--- src/rtl/cdf_pipeline.sv ---
// Histogram equalizer stage 2: reads 256 bins from m2, writes the saturating
// inclusive CDF to m3, optionally clears m2, and reports min/total of the pass.
module cdf_pipeline #(
  parameter int BINS       = 256,
  parameter int CNT_W      = 32,
  parameter int HIST_BASE  = 0,
  parameter int CDF_BASE   = 0,
  parameter int CLEAR_HIST = 1
) (
  input  logic         clock,
  input  logic         rst,
  input  logic         start,
  input  logic [127:0] m2ReadVal,
  output logic [15:0]  m2ReadAddr,
  output logic [15:0]  m2WriteAddr,
  output logic [127:0] m2WriteVal,
  output logic         m2WE,
  output logic [15:0]  m3WriteAddr,
  output logic [127:0] m3WriteVal,
  output logic         m3WE,
  output logic [31:0]  cdfMin,
  output logic [31:0]  cdfTotal,
  output logic         busy,
  output logic         done
);

  typedef enum logic [1:0] {
    IDLE  = 2'd0,
    READ  = 2'd1,
    DRAIN = 2'd2,
    DONE  = 2'd3
  } state_t;

  state_t           state_r;
  logic [15:0]      k_r;
  logic             iss_vld_r;
  logic             dat_vld_r;
  logic [15:0]      dat_bin_r;
  logic [CNT_W-1:0] acc_r;
  logic [CNT_W-1:0] min_r;
  logic             min_found_r;

  logic [CNT_W-1:0] cnt_s;
  logic [CNT_W:0]   sum_s;
  logic [CNT_W-1:0] acc_next_s;
  logic             unused_s;

  assign unused_s = ^m2ReadVal[127:CNT_W];

  // Saturating accumulate of the bin count arriving this cycle.
  always_comb begin
    cnt_s = m2ReadVal[CNT_W-1:0];
    sum_s = {1'b0, acc_r} + {1'b0, cnt_s};
    if (sum_s[CNT_W]) begin
      acc_next_s = {CNT_W{1'b1}};
    end else begin
      acc_next_s = sum_s[CNT_W-1:0];
    end
  end

  // Control FSM, read-address issue and the registered write/result datapath.
  always_ff @(posedge clock) begin
    if (rst) begin
      state_r     <= IDLE;
      k_r         <= 16'd0;
      iss_vld_r   <= 1'b0;
      dat_vld_r   <= 1'b0;
      dat_bin_r   <= 16'd0;
      acc_r       <= {CNT_W{1'b0}};
      min_r       <= {CNT_W{1'b0}};
      min_found_r <= 1'b0;
      m2ReadAddr  <= 16'd0;
      m2WriteAddr <= 16'd0;
      m2WriteVal  <= 128'd0;
      m2WE        <= 1'b0;
      m3WriteAddr <= 16'd0;
      m3WriteVal  <= 128'd0;
      m3WE        <= 1'b0;
      cdfMin      <= 32'd0;
      cdfTotal    <= 32'd0;
      busy        <= 1'b0;
      done        <= 1'b0;
    end else begin
      m2WE       <= 1'b0;
      m3WE       <= 1'b0;
      m2WriteVal <= 128'd0;
      done       <= 1'b0;
      // Data for the address issued one cycle earlier is valid now.
      dat_vld_r  <= iss_vld_r;
      dat_bin_r  <= k_r;

      if (dat_vld_r) begin
        acc_r       <= acc_next_s;
        m3WE        <= 1'b1;
        m3WriteAddr <= 16'(CDF_BASE) + dat_bin_r;
        m3WriteVal  <= 128'(acc_next_s);
        if (CLEAR_HIST != 0) begin
          m2WE        <= 1'b1;
          m2WriteAddr <= 16'(HIST_BASE) + dat_bin_r;
        end
        if (!min_found_r && (acc_next_s != {CNT_W{1'b0}})) begin
          min_r       <= acc_next_s;
          min_found_r <= 1'b1;
        end
        // Results are published only once the final bin is in.
        if (dat_bin_r == 16'(BINS - 1)) begin
          cdfTotal <= 32'(acc_next_s);
          cdfMin   <= min_found_r ? 32'(min_r) : 32'(acc_next_s);
        end
      end

      case (state_r)
        IDLE: begin
          busy      <= start;
          iss_vld_r <= start;
          if (start) begin
            state_r     <= READ;
            k_r         <= 16'd0;
            m2ReadAddr  <= 16'(HIST_BASE);
            acc_r       <= {CNT_W{1'b0}};
            min_r       <= {CNT_W{1'b0}};
            min_found_r <= 1'b0;
          end
        end
        READ: begin
          busy <= 1'b1;
          if (k_r == 16'(BINS - 1)) begin
            state_r   <= DRAIN;
            iss_vld_r <= 1'b0;
          end else begin
            k_r        <= k_r + 16'd1;
            m2ReadAddr <= 16'(HIST_BASE) + k_r + 16'd1;
            iss_vld_r  <= 1'b1;
          end
        end
        DRAIN: begin
          state_r   <= DONE;
          busy      <= 1'b0;
          iss_vld_r <= 1'b0;
        end
        DONE: begin
          state_r   <= IDLE;
          busy      <= 1'b0;
          done      <= 1'b1;
          iss_vld_r <= 1'b0;
        end
        default: begin
          state_r   <= IDLE;
          busy      <= 1'b0;
          iss_vld_r <= 1'b0;
        end
      endcase
    end
  end

endmodule

--- config.mk ---
export PLATFORM = sky130hd
export DESIGN_NAME = cdf_pipeline
export DESIGN_NICKNAME = d
export VERILOG_FILES = /design/src/rtl/cdf_pipeline.sv
export SDC_FILE = /design/constraint.sdc
export NUM_CORES = 1
export LEC_CHECK = 0
export CAP_MARGIN = 10
export CELL_PAD_IN_SITES_DETAIL_PLACEMENT = 0
export CELL_PAD_IN_SITES_GLOBAL_PLACEMENT = 2
export CORE_MARGIN = 2
export CORE_UTILIZATION = 26
export CTS_BUF_LIST = sky130_fd_sc_hd__clkbuf_2
export DETAILED_ROUTE_END_ITERATION = 10
export GPL_ROUTABILITY_DRIVEN = 0
export PLACE_DENSITY_LB_ADDON = 0.1
export SLEW_MARGIN = 20
export SYNTH_ARGS = -nofsm -noshare
export SYNTH_HDL_FRONTEND = slang
export SYNTH_SLANG_ARGS = --single-unit
--- constraint.sdc ---
create_clock -name clock -period 9.9 [get_ports clock]
set_input_delay 2.97 -clock clock [delete_from_list [all_inputs] [get_ports clock]]
set_output_delay 2.97 -clock clock [all_outputs]
set_load 0.03 [all_outputs]
### Word-level counts from Yosys, hierarchy flattened

Index checks and enable logic that the tools add are counted.

| operators by class | value |
|---|---|
| add/sub/neg operators | 2 |
| equal/unequal tests | 8 |
| mux-type cells | 24 |
| reduce and logical (&&, ||, !) cells | 9 |

Operators with widths:

| operator | number |
|---|---|
| $mux W32 | 9 |
| $add A32 B32 Y33 | 1 |
| $eq A16 B8 Y1 const B | 2 |
| $mux W16 | 2 |
| $pmux W16 S2 | 1 |
| $reduce_bool A32 Y1 | 1 |
| $add A16 B1 Y16 const B | 1 |
| $pmux W2 S4 | 1 |
| $mux W1 | 7 |
| $ne A2 B2 Y1 const B | 3 |
| $pmux W1 S3 | 2 |
| $eq A2 B2 Y1 const B | 2 |
| $mux W2 | 2 |
| $reduce_and A2 Y1 | 2 |
| $reduce_and A3 Y1 | 1 |
| $eq A2 B1 Y1 const B | 1 |
| $logic_not A2 Y1 | 1 |
| $reduce_bool A2 Y1 | 1 |
| $reduce_or A2 Y1 | 1 |
| $logic_and A1 B1 Y1 | 1 |
| $logic_not A1 Y1 | 1 |

| storage, ports and cells | value |
|---|---|
| flip-flop bits (word level) | 216 |
| logic and storage cells | 58 |

### Logic depth before layout (Yosys ltp)

Gate-level depths: netlist of the first run.

| depth | value |
|---|---|
| word-level depth | 8 |
| depth in mapped cells | 13 |
| depth with buffers taken out | 11 |

### Worst setup path after synthesis of the first run

No wires, ideal clock.

| path | value |
|---|---|
| path kind | in2reg |
| start point | input m2ReadVal[0] |
| end point | register min_r[0] |
| data arrival time | 5.968 ns |
| required time | 9.777 ns |
| setup slack | 3.809 ns |
| stages | 13 |
| buffers on the path | 2 |
| cells stage by stage | ha_1 fa_1 a21o_1 a221o_1 a311oi_2 a211oi_1 or3_1 a211oi_2 nand4bb_1 o31a_1 buf_6 buf_12 mux2i_1 |

| between the ends | value |
|---|---|
| word-level cells in the longest chain between the ends | 8 |

Ends and longest elaborated chain:

| item | line | RTL |
|---|---|---|
| start: declaration | 13 | `input logic [127:0] m2ReadVal,` |
| $add A32 B32 Y33 * | 53 | `sum_s = {1'b0, acc_r} + {1'b0, cnt_s};` |
| $mux W32 * | 54 | `if (sum_s[CNT_W]) begin` |
| $reduce_bool A32 Y1 | 101 | `if (!min_found_r && (acc_next_s != {CNT_W{1'b0}})) begin` |
| $logic_and A1 B1 Y1 | 101 |  |
| $mux W32 * | 101 |  |
| $mux W32 * | 92 | `if (dat_vld_r) begin` |
| $mux W32 | 116 | `if (start) begin` |
| $mux W32 * | 112 | `case (state_r)` |
| end signal: assignment | 70 | `min_r <= {CNT_W{1'b0}};` |
| end signal: assignment | 102 | `min_r <= acc_next_s;` |
| end signal: assignment | 121 | `min_r <= {CNT_W{1'b0}};` |
| end: declaration | 40 | `logic [CNT_W-1:0] min_r;` |

Every way passes the cells marked *; elsewhere a longest branch is shown, timed or not.
A chain may end at the register's enable or synchronous reset.

### Worst setup path in the final report of the first run

| path | value |
|---|---|
| start point | input m2ReadVal[0] |
| end point | register min_r[15] |

The elaborated chain is that of the path after synthesis.

==> results of run 1 <==
## cell families (layout without fill, tap and decap cells)
group	Yosys count	count (layout)	share of synthesized area (%)
AO/OA/AOI/OAI	361	361	18.7
XOR/XNOR	27	27	1.94
adder cells (fa/ha/maj)	39	39	4.06
buffers and inverters	342	329	18.5
flip-flops	216	216	35.4
multiplexers	52	52	4.27
other	1	229	0.0307
AND/OR/NAND/NOR	455	455	17.1
## Yosys cell counts (all sizes together), types with 6 or more instances
library cell / instances
nor3b: 6
xnor2: 12
and3: 14
o21a: 6
o31a: 6
or3: 9
a211o: 6
nand4: 12
o311ai: 11
clkbuf: 73
mux2i: 51
buf: 255
ha: 38
nor3: 32
nand2: 145
o21ai: 92
nor2: 151
a211oi: 68
xor2: 15
o211ai: 15
dfxtp: 216
a21oi: 110
inv: 14
nor2b: 22
a31oi: 6
nand2b: 18
nand3: 17
a21o: 13
and2: 8
## area by class of cell
cell class | instances | area, µm²
Fill cell | 5125 | 32300
Multi-Input combinational cell | 1158 | 6490
Sequential cell | 216 | 4330
Timing Repair Buffer | 204 | 1980
Tap cell | 607 | 759
Clock buffer | 92 | 460
Clock inverter | 19 | 108
Inverter | 14 | 52.6
Antenna cell | 5 | 12.5
## per-stage QoR
stage / util (%) / instance area (µm²)
floorplan: - / 13100
global placement: 29.3 / 13600
detailed placement: 29.3 / 13600
CTS: 30.5 / 14200
global route: 30.6 / 14200
finish: 30.6 / 14200
## flip-flops by register name (all words and copies together) (netlist names), 2 cells and up
signal	flops
acc_r	32
dat_bin_r	16
m3WriteAddr	16
state_r	2
m3WriteVal	32
cdfTotal	32
k_r	16
cdfMin	32
min_r	32
## power by group
part / internal [mW] / switching, mW / total (mW)
Sequential: 0.933 / 0.0538 / 0.986
Combinational: 0.288 / 0.669 / 0.958
Clock: 0.275 / 0.412 / 0.688
## how the worst max path moves through the flow
stage / slack [ps] / to / cells after the start
2_1_floorplan: 3810 / min_r[0]$_SDFF_PP0_ / 13
3_3_place_gp: 2170 / min_r[2]$_SDFF_PP0_ / 12
3_5_place_dp: 2180 / min_r[15]$_SDFF_PP0_ / 12
4_1_cts: 3250 / min_r[15]$_SDFF_PP0_ / 12
5_1_grt: 3270 / min_r[11]$_SDFF_PP0_ / 12
6_report: 3330 / min_r[15]$_SDFF_PP0_ / 12
## cells in the final DEF, fill, tap and decap left out, types with 5 or more instances in the layout
master           Yosys  layout
inv_1               14      14
a21o_1              13      13
nor2b_1             22      22
nand2_1            145     145
a211o_1              6       6
o311ai_0            11      11
mux2i_1             51      51
o21ai_0             87      87
nand2b_1            18      18
o21a_1               6       6
nand4_1             12      12
o31a_1               6       5
ha_1                38      38
nor3_1              32      32
and2_1               8       8
buf_4              242      23
clkinv_1             0      15
or3_1                9       9
xnor2_1             12      12
nor3b_1              6       6
and3_1              14      13
a211oi_1            67      67
clkdlybuf4s50_1      0     181
conb_1               1     224
diode_2              0       5
nor2_1             151     151
nand3_1             17      17
xor2_1              15      15
a21oi_1            107     106
dfxtp_1            216     215
a31oi_1              5       5
o211ai_1            15      15
clkbuf_2             0      92
## layer usage
layer	wire, µm	vias up	GRT usage (%)
met2	20100	299	28.5
met5	0	-	0
met3	2500	51	4.36
li1	-	5100	-
met1	18100	4723	20.6
met4	679	0	4.18
## worst max-delay path: stages
cell	delay (ps)
clkdlybuf4s50_1	410
ha_1	230
fa_1	430
a21o_1	230
a221o_1	360
a311oi_2	490
a211oi_1	210
or3_1	370
a211oi_2	660
nand4bb_1	240
o31a_4	550
mux2i_1	200
==> results list, run 1 <==
- After detailed routing, the total wire length is 41,300 µm.
- Detailed-routing iteration count for the pre-antenna-repair pass: 5
* Height of the die: 221 µm
- The worst path in the final design needs a cycle of 6570 ps, including I/O delays and setup.
* Worst Tran Pin Value: 1010 ps
* Most common flop cell mapped by yosys: dfxtp_1
* CTS H-tree lvls: 2
- Placed wire-length estimate after detailed placement: 30,100 µm
- Total Die Area: 48,700 µm²
- Final count of pins violating max slew: 0
- Beginning of the worst register-to-register path: acc_r[0]$_SDFF_PP0_
- Via count of the first global-routing pass: 9,728
* Area share of the leading cell type in the synthesized netlist: 35.4%
- Setup Buffers After CTS: 0
- The worst setup path is launched from a primary input.
- Total power for the finished layout comes to 2.63 mW.
- The count of nets left with antenna violations once routing finished came out at 0.
- Number of distinct library cells after synthesis: 66
- Summed negative setup slack over all endpoints: 0 ps
* FF-to-FF End: min_r[15]$_SDFF_PP0_
- Detailed Route Iter0 Violations: 399
- DRC: 0
- In this run, placement finished with an instance count of 2,199.
- Synth area leader: dfxtp_1
- CP Capture Type: flip-flop
- At the placement stage, the worst setup path has a slack of 2180 ps.
- Summing every instance area after synthesis gives 12,200 µm².
- Fraction of registers with async set/reset: 0%
- Headroom to the max-slew limit came out at 32.5%.
* Worst skew pair latency: 1030 ps
- For this configuration, the core starts out at a cell density of 26.3%.
- Status: completed
- In the post-synthesis netlist, the biggest area contributors are dfxtp_1 35%, buf_4 15%, nor2_1 4.6%.
- VDD sags by at most 0.0706 mV.
* Final critical-path share of the clock period: 66.4%
- Number of enable flip-flop cells after synthesis: 0
- In this run the core area contains 79 standard-cell rows.
- Worst reg2reg path depth: 11
- Number of vias in the routed layout: 10,173
- For this run, the register share of the synthesized area comes to 35.4%.
- In this run the worst path has a maximum fanout of 31.
- Counting every instance in the synthesized netlist gives 1,493.
- Setup violators final: 0
- Arrival time at the worst endpoint: 7400 ps
* Antenna violations before repair: 4
- Required time worst endpoint: 10,720 ps
- Buffers inserted to repair hold after CTS numbered 0.
- Floorplan die width: 221 µm
* Critical Path Source: m2ReadVal[0]
- For the final database, setup skew stands at 85.7 ps.
- Setup ws final: 3330 ps
- Number of flip-flops and latches in the synthesized netlist: 216
* # Max-Cap Violations: 0
* WL per Instance: 17.8 µm
* Largest net degree at the start of global routing: 96
- Number of warnings reported in the yosys synthesis log: 0
- After clock tree synthesis, the clock-pin slew on the worst setup and hold paths is 90 ps.
- Global routing consumed, over all layers together, 16.6% of the routing resources.
- Cell depth of the worst hold path: 1
- RSZ-0062 raised after global routing: false
* Clock root cell: clkbuf_2
- PD cells: 185 nW/µm²
* Start-to-end type of the worst setup path: in2reg
- Maximum number of buffers from clock root to sink: 3
- Once layout is complete, the cells apart from fillers number 2,315.
- The setup check on the worst reg-to-reg path leaves a slack of 5410 ps.
- The total overflow left after global routing is 0.
- I/O Buffers: 182
- The final count of hold timing violations was 0.
- Post-CTS repair changed the size of 0 cells.
- Derived from the worst setup path, the maximum achievable clock frequency is 152 MHz.
- After synthesis, the mean cell area works out to 8.18 µm².
* Number of clock sinks: 216
- Path type of the worst min-delay path: reg2reg
- Using the TritonRoute via totals, the vias-per-cell ratio works out to 4.39.
- The worst hold path terminates at dat_vld_r$_SDFF_PP0_.
* Area of the core: 46,500 µm²
- Worst hold-check slack: 439 ps
* Wire length of the first global-routing pass: 60,400 µm
- Clock tree synthesis inserted a total of 61 buffers.
- For this run, the post-layout net count is 1,825.
* Clock tree from TritonCTS: built
- In this run the count of I/O pins placed on the die edge is 503.
- In the final layout, the share of cells above drive strength 1 is 7.99%.
- Signed area change from the synthesized netlist to the final layout: 16.2%
- In this run the most critical hold path is launched from iss_vld_r$_SDFF_PP0_.
* Static Leak: 5.49 nW
No activity file was read; power rests on OpenSTA's default activity.
==> run 2: changes to the inputs <==
--- a/config.mk
+++ b/config.mk
@@ -9,7 +9,7 @@
 export CELL_PAD_IN_SITES_DETAIL_PLACEMENT = 0
 export CELL_PAD_IN_SITES_GLOBAL_PLACEMENT = 2
 export CORE_MARGIN = 2
-export CORE_UTILIZATION = 26
+export CORE_UTILIZATION = 22
 export CTS_BUF_LIST = sky130_fd_sc_hd__clkbuf_2
 export DETAILED_ROUTE_END_ITERATION = 10
 export GPL_ROUTABILITY_DRIVEN = 0
==> constraint.sdc (replaced) <==
create_clock -name clock -period 5.5 [get_ports clock]
set_input_delay 1.65 -clock clock [delete_from_list [all_inputs] [get_ports clock]]
set_output_delay 1.65 -clock clock [all_outputs]
set_load 0.03 [all_outputs]
==> run 2 against run 1 <==
Compared with the run above: via count increased by 3.5%; routed wire length increased by 6.2%; clock skew increased by 38 ps; core utilization decreased by 3.0 points; clock-buffer cell count increased by 7; final area increased by 6.6%; worst hold slack got worse by 32 ps; die area increased by 18%; cell count increased by 10%; global-route usage decreased by 1.6 points; total power increased by 94%; largest power group is now combinational logic.
==> results list, run 2 (same netlist as run 1, synthesis figures left out) <==
- Floorplan die width: 240 µm (+8.6%)
- # Max-Cap Violations: 0 (unchanged)
- Largest net degree at the start of global routing: 85 (-11%)
- CTS H-tree lvls: 3 (+1)
- Worst-case clock skew: 123 ps (+37.5 ps)
- The starting density of the core was 22.2% (-4.1 points).
- Most frequent cells in the layout: 224 x conb_1, 215 x dfxtp_1, 181 x clkdlybuf4s50_1
- The first-pass iteration count of the detailed router was 4 (-1).
* Static Leak: 5.97 nW (+8.8%)
- The number of global-route vias before repair was 10,243 (+5.3%).
* DRC: 0 (unchanged)
* Total Wirelength: 43,900 µm (+6.2%)
- Register clock-pin slew on the reported worst setup and hold paths: 100 ps (about the same)
- Setup Buffers After CTS: 0 (unchanged)
* Placed wire-length estimate after detailed placement: 32,400 µm (+7.8%)
* Clock root cell: clkbuf_2
- Setup ws final: 835 ps (-2490 ps)
* Largest fanout on the critical path: 20 (-35%)
- The total power per unit cell area is 337 nW/µm² (+82%).
* Number of placement rows: 86 (+8.9%)
- The final count of hold timing violations was 0 (unchanged).
- The worst hold path belongs to the class reg2reg.
- Antenna violations before repair: 3 (-1)
* Post-placement worst setup slack: -42.7 ps (-2220 ps)
- The count of final setup violators came to 0 (unchanged).
* Detailed Route Iter0 Violations: 402 (+0.75%)
- The pin slew with the least headroom to its limit was 1040 ps (+23.7 ps).
- Cell Area, Placed: 14,500 µm² (+6.8%)
- The final-layout fill cell count is 6,055 (+18%).
* Peak VDD IR: 0.120 mV (+69%)
* Status: completed
- The TritonCTS sink count came to 216 (unchanged).
- RSZ-0062 raised after global routing: false
- The detailed-route via count is 10,526 (+3.5%).
- Wire length of the first global-routing pass: 64,200 µm (+6.3%)
* Final count of pins violating max slew: 0 (unchanged)
- Achievable frequency: 214 MHz
- Count of nets left with antenna violations after detail routing: 0 (unchanged)
* CP Capture Type: flip-flop
* I/O Buffers: 182 (unchanged)
- Total Die Area: 57,400 µm² (+18%)
* # nets final: 1,927 (+5.6%)
- The number of placed instances with taps included was 2,434 (+11%).
- Signed area change from the synthesized netlist to the final layout: 23.9%
- Height of the die: 240 µm (+8.6%)
- Count of hold-fix buffers inserted at cts: 0 (unchanged)
* Post-layout utilization of the core: 27.5% (-3.0 points)
* Number of instances resized during post-cts repair: 0 (unchanged)
- The register area is 4330 µm² (unchanged).
- The worst slew margin relative to its limit was 30.9% (-1.6 points).
- The insertion delay of the later-clocked pin in the worst-skew pair was 1040 ps (about the same).
- Final period demand of the worst path: 4670 ps
- Share of cells above drive strength 1: 13.3% (+5.3 points)
* Power, Total: 5.11 mW (+94%)
* Arrival time at the worst endpoint: 5470 ps (-1930 ps)
- The routed length per instance is 17.2 µm (-3.6%).
- Count of boundary I/O pins: 503 (unchanged)
* Worst R2R Setup Slack: 1620 ps (-3790 ps)
* All-layer global routing usage: 15.0% (-1.6 points)
* Summed negative setup slack over all endpoints: 0 ps (unchanged)
* Most common cell after layout, fill and taps aside: conb_1
- Area of the multi-input gates: 6480 µm² (-0.12%)
- Total CTS buffers: 69 (+13%)
- CP Launch Type: primary input
- Final critical-path share of the clock period: 84.8%
- Required time worst endpoint: 6310 ps (-4410 ps)
- Cell area after layout: 15,100 µm² (+6.6%)
- Worst hold-check slack: 407 ps (-32.3 ps)
* Start-to-end type of the worst setup path: in2reg
- TritonCTS built the clock tree.
- Finished Layout Cells: 2,551 (+10%)
- The area of the core region was 55,000 µm² (+18%).
- Maximum number of buffers from clock root to sink: 3 (unchanged)
* Leftover overflow at the end of global routing: 0 (unchanged)
- The average vias per placed instance came to 4.13 (-6.1%).
==> run 2: changes by cell type in the layout (fill, tap and decap cells not counted), sizes merged <==
cell,delta
inv,+1
clkbuf,+7
buf,+94
diode,-2
clkinv,-6
clkinvlp,+1
==> run 2: routing by layer <==
| metal | wire length, µm | global-route usage [%] | vias up |
|---|---|---|---|
| li1 | - | - | 5295 |
| met1 | 19300 | 18.3 | 4858 |
| met2 | 21300 | 25.7 | 304 |
| met3 | 2280 | 3.75 | 69 |
| met4 | 983 | 4.89 | 0 |
| met5 | 0 | 0 | - |
==> run 2: where the power goes <==
group          switching [mW]  total [mW]  internal [mW]
logic                    1.28        2.00          0.711
registers               0.101        1.78           1.68
clock network           0.802        1.33          0.530
total                    2.19        5.11           2.92
==> run 2: layout make-up <==
cell class	count	area share, %
Clock inverter	15	0.694
Antenna cell	3	0.0496
Clock buffer	99	3.27
Tap cell	748	6.18
Inverter	14	0.347
Multi-Input combinational cell	1158	42.8
Sequential cell	216	28.6
Timing Repair Buffer	298	18.0
==> run 2: critical path, cell delays in order <==
cell	delay, ps
clkdlybuf4s50_1	400
ha_1	230
fa_1	400
a21o_1	220
a221oi_1	240
buf_4	170
buf_4	110
xnor2_1	90
a2111oi_0	450
nand4_1	180
nor4_1	340
nand4b_1	230
o31a_2	430
buf_12	190
mux2i_1	130
==> run 2: path summary, 6_finish.rpt <==
kind / from / to / cells after the start
max: m2ReadVal[0] / min_r[9]$_SDFF_PP0_ / 15
min: iss_vld_r$_SDFF_PP0_ / dat_vld_r$_SDFF_PP0_ / 1
min reg2reg: iss_vld_r$_SDFF_PP0_ / dat_vld_r$_SDFF_PP0_ / 1
max reg2reg: acc_r[0]$_SDFF_PP0_ / min_r[9]$_SDFF_PP0_ / 14
==> run 3: changes to the inputs <==
--- a/config.mk
+++ b/config.mk
@@ -9,7 +9,7 @@
 export CELL_PAD_IN_SITES_DETAIL_PLACEMENT = 0
 export CELL_PAD_IN_SITES_GLOBAL_PLACEMENT = 2
 export CORE_MARGIN = 2
-export CORE_UTILIZATION = 22
+export CORE_UTILIZATION = 24
 export CTS_BUF_LIST = sky130_fd_sc_hd__clkbuf_2
 export DETAILED_ROUTE_END_ITERATION = 10
 export GPL_ROUTABILITY_DRIVEN = 0
==> constraint.sdc (replaced) <==
create_clock -name clock -period 4.6 [get_ports clock]
set_input_delay 1.38 -clock clock [delete_from_list [all_inputs] [get_ports clock]]
set_output_delay 1.38 -clock clock [all_outputs]
set_load 0.03 [all_outputs]
==> run 3 against run 2 <==
Compared with the run above: cell count rose by 0.59%; worst setup slack got worse by 610 ps; non-clock buffer count rose by 105; largest cell class unchanged; largest power group unchanged.
==> results list, run 3 (same netlist as run 1, synthesis figures left out) <==
- The flow ran to the end, and the final reports show no timing, DRC or antenna violations.
- Detailed Route Iter0 Violations: 438 (+9.0%)
- The hold buffer count at CTS is 0 (unchanged).
- Total CTS buffers: 67 (-2.9%)
- Clock tree from TritonCTS: built
* FF/Latch Area: 4330 µm² (unchanged)
- The routed length per instance is 16.8 µm (-2.3%).
- The design area came to 15,800 µm² (+4.3%).
- Placed wire-length estimate after detailed placement: 32,400 µm (+0.10%)
- DRC: 0 (unchanged)
* All-layer global routing usage: 16.2% (+1.2 points)
* Initial standard-cell utilization of the core: 24.4% (+2.1 points)
- The setup TNS came to 0 ps (unchanged).
* Largest net degree at the start of global routing: 85 (unchanged)
* Setup violators final: 0 (unchanged)
- Wire length of the first global-routing pass: 64,800 µm (+0.85%)
- Filler cell count: 5,406 (-11%)
- Highest routed layer: met4
- Post-placement worst setup slack: -696 ps (-654 ps)
- The detailed-route via count came to 10,889 (+3.4%).
* PD cells: 392 nW/µm² (+16%)
* Count of boundary I/O pins: 503 (unchanged)
* Met3 WL post-DR: 2120 µm (-6.8%)
* Floorplan die width: 230 µm (-4.2%)
- Power, Total: 6.19 mW (+21%)
* Height of the die: 230 µm (-4.2%)
* Most frequent cells in the layout: 224 x conb_1, 219 x buf_4, 215 x dfxtp_1
- RSZ-0062 raised after global routing: false
- The met1 wire length was 18,900 µm (-2.0%).
* Final count of pins violating max slew: 0 (unchanged)
* CTS H-tree lvls: 3 (unchanged)
- The number of placed instances with taps included came to 2,463 (+1.2%).
- The post-CTS repair timing setup buffer count is 0 (unchanged).
- Final period demand of the worst path: 4380 ps
- I/O Buffers: 182 (unchanged)
- Finished Layout Cells: 2,566 (+0.59%)
- Headroom to the max-slew limit: 32.8% (+1.9 points)
* Via count of the first global-routing pass: 10,639 (+3.9%)
* Cell Area, Placed: 15,200 µm² (+4.8%)
* Signed area change from the synthesized netlist to the final layout: 29.2%
- Detailed-routing iteration count for the pre-antenna-repair pass: 5 (+1)
- The worst-path maximum fanout came to 24 (+20%).
- The maximum vdd ir drop was 0.177 mV (+48%).
- The area of the core region came to 50,200 µm² (-8.8%).
- The global route total overflow is 0 (unchanged).
* # nets final: 2,030 (+5.3%)
- The critical path in this run is classified as in2reg.
- Final number of hold-violating endpoints: 0 (unchanged)
- STA classifies the critical path endpoint as a flip-flop.
- Leaving out fill and tap cells, the most frequent cell in the layout is conb_1.
- The number of placement rows was 82 (-4.7%).
- The worst setup path is launched from a primary input.
- Setup ws final: 221 ps (-614 ps)
* Antenna violations before repair: 2 (-1)
* Worst hold-check slack: 421 ps (+13.6 ps)
- Count of nets left with antenna violations after detail routing: 0 (unchanged)
- Detailed-routed wire length on met2: 21,300 µm (-0.36%)
- The TritonCTS sink count was 216 (unchanged).
- Worst-case clock skew: 117 ps (-6.51 ps)
* Total Die Area: 52,700 µm² (-8.2%)
- Total Wirelength: 43,100 µm (-1.7%)
* Required time worst endpoint: 5390 ps (-920 ps)
* Path type of the worst min-delay path: reg2reg
* Area of the multi-input gates: 6480 µm² (unchanged)
- The number of max-cap violations is 0 (unchanged).
- Worst Tran Pin Value: 1010 ps (-28.0 ps)
* Static Leak: 6.43 nW (+7.8%)
- Arrival time at the worst endpoint: 5170 ps (-300 ps)
- Clock tree synthesis selected as its root buffer the cell clkbuf_2.
- Worst skew pair latency: 1020 ps (-20 ps)
- Register clock-pin slew on the reported worst setup and hold paths: 90 ps (about the same)
- Post-layout utilization of the core: 31.5% (+3.9 points)
- The share of post-route cells with drive strength above 1 came to 17.5% (+4.2 points).
* Number of instances resized during post-cts repair: 0 (unchanged)
* Maximum number of buffers from clock root to sink: 3 (unchanged)
* Final critical-path share of the clock period: 95.2%
- Derived from the worst setup path, the maximum achievable clock frequency is 228 MHz.
- The average vias per placed instance came to 4.24 (+2.8%).
## run 3: worst max-delay path: stages
cell and delay (ps):
clkdlybuf4s50_1 440, ha_1 250, fa_1 400, a21o_1 220
a221o_1 350, a311oi_2 240, buf_4 190, a211oi_1 90
or3_1 360, a211oi_2 340, nand4bb_1 200, o31a_2 360
buf_12 180, mux2i_1 140
## run 3: path summary, 6_finish.rpt
path,slack (ps),startpoint,depth (start not counted),to
worst min-delay path,420,iss_vld_r$_SDFF_PP0_,1,dat_vld_r$_SDFF_PP0_
worst max-delay path,220,m2ReadVal[0],14,min_r[5]$_SDFF_PP0_
worst max register to register,770,acc_r[0]$_SDFF_PP0_,13,min_r[5]$_SDFF_PP0_
worst min register to register,420,iss_vld_r$_SDFF_PP0_,1,dat_vld_r$_SDFF_PP0_
## run 3: routing by layer
metal,GRT usage [%],up-vias
met5,0,-
li1,-,5492
met3,4.27,59
met2,27.9,266
met4,4.61,0
met1,19.8,5072
## run 3: area by class of cell
cell class,instances,area share (%)
multi-input cells,1158,41.1
flip-flops and latches,216,27.4
repair buffers,403,22.3
well taps,672,5.33
clock buffers,83,2.63
clock inverters,15,0.840
inverters,14,0.333
diodes,5,0.0793
## run 3: power breakdown
group / switching (mW) / total [mW] / internal (mW)
registers: 0.0821 / 2.09 / 2.01
logic: 1.59 / 2.60 / 1.01
clock network: 0.903 / 1.51 / 0.604
total: 2.57 / 6.19 / 3.62
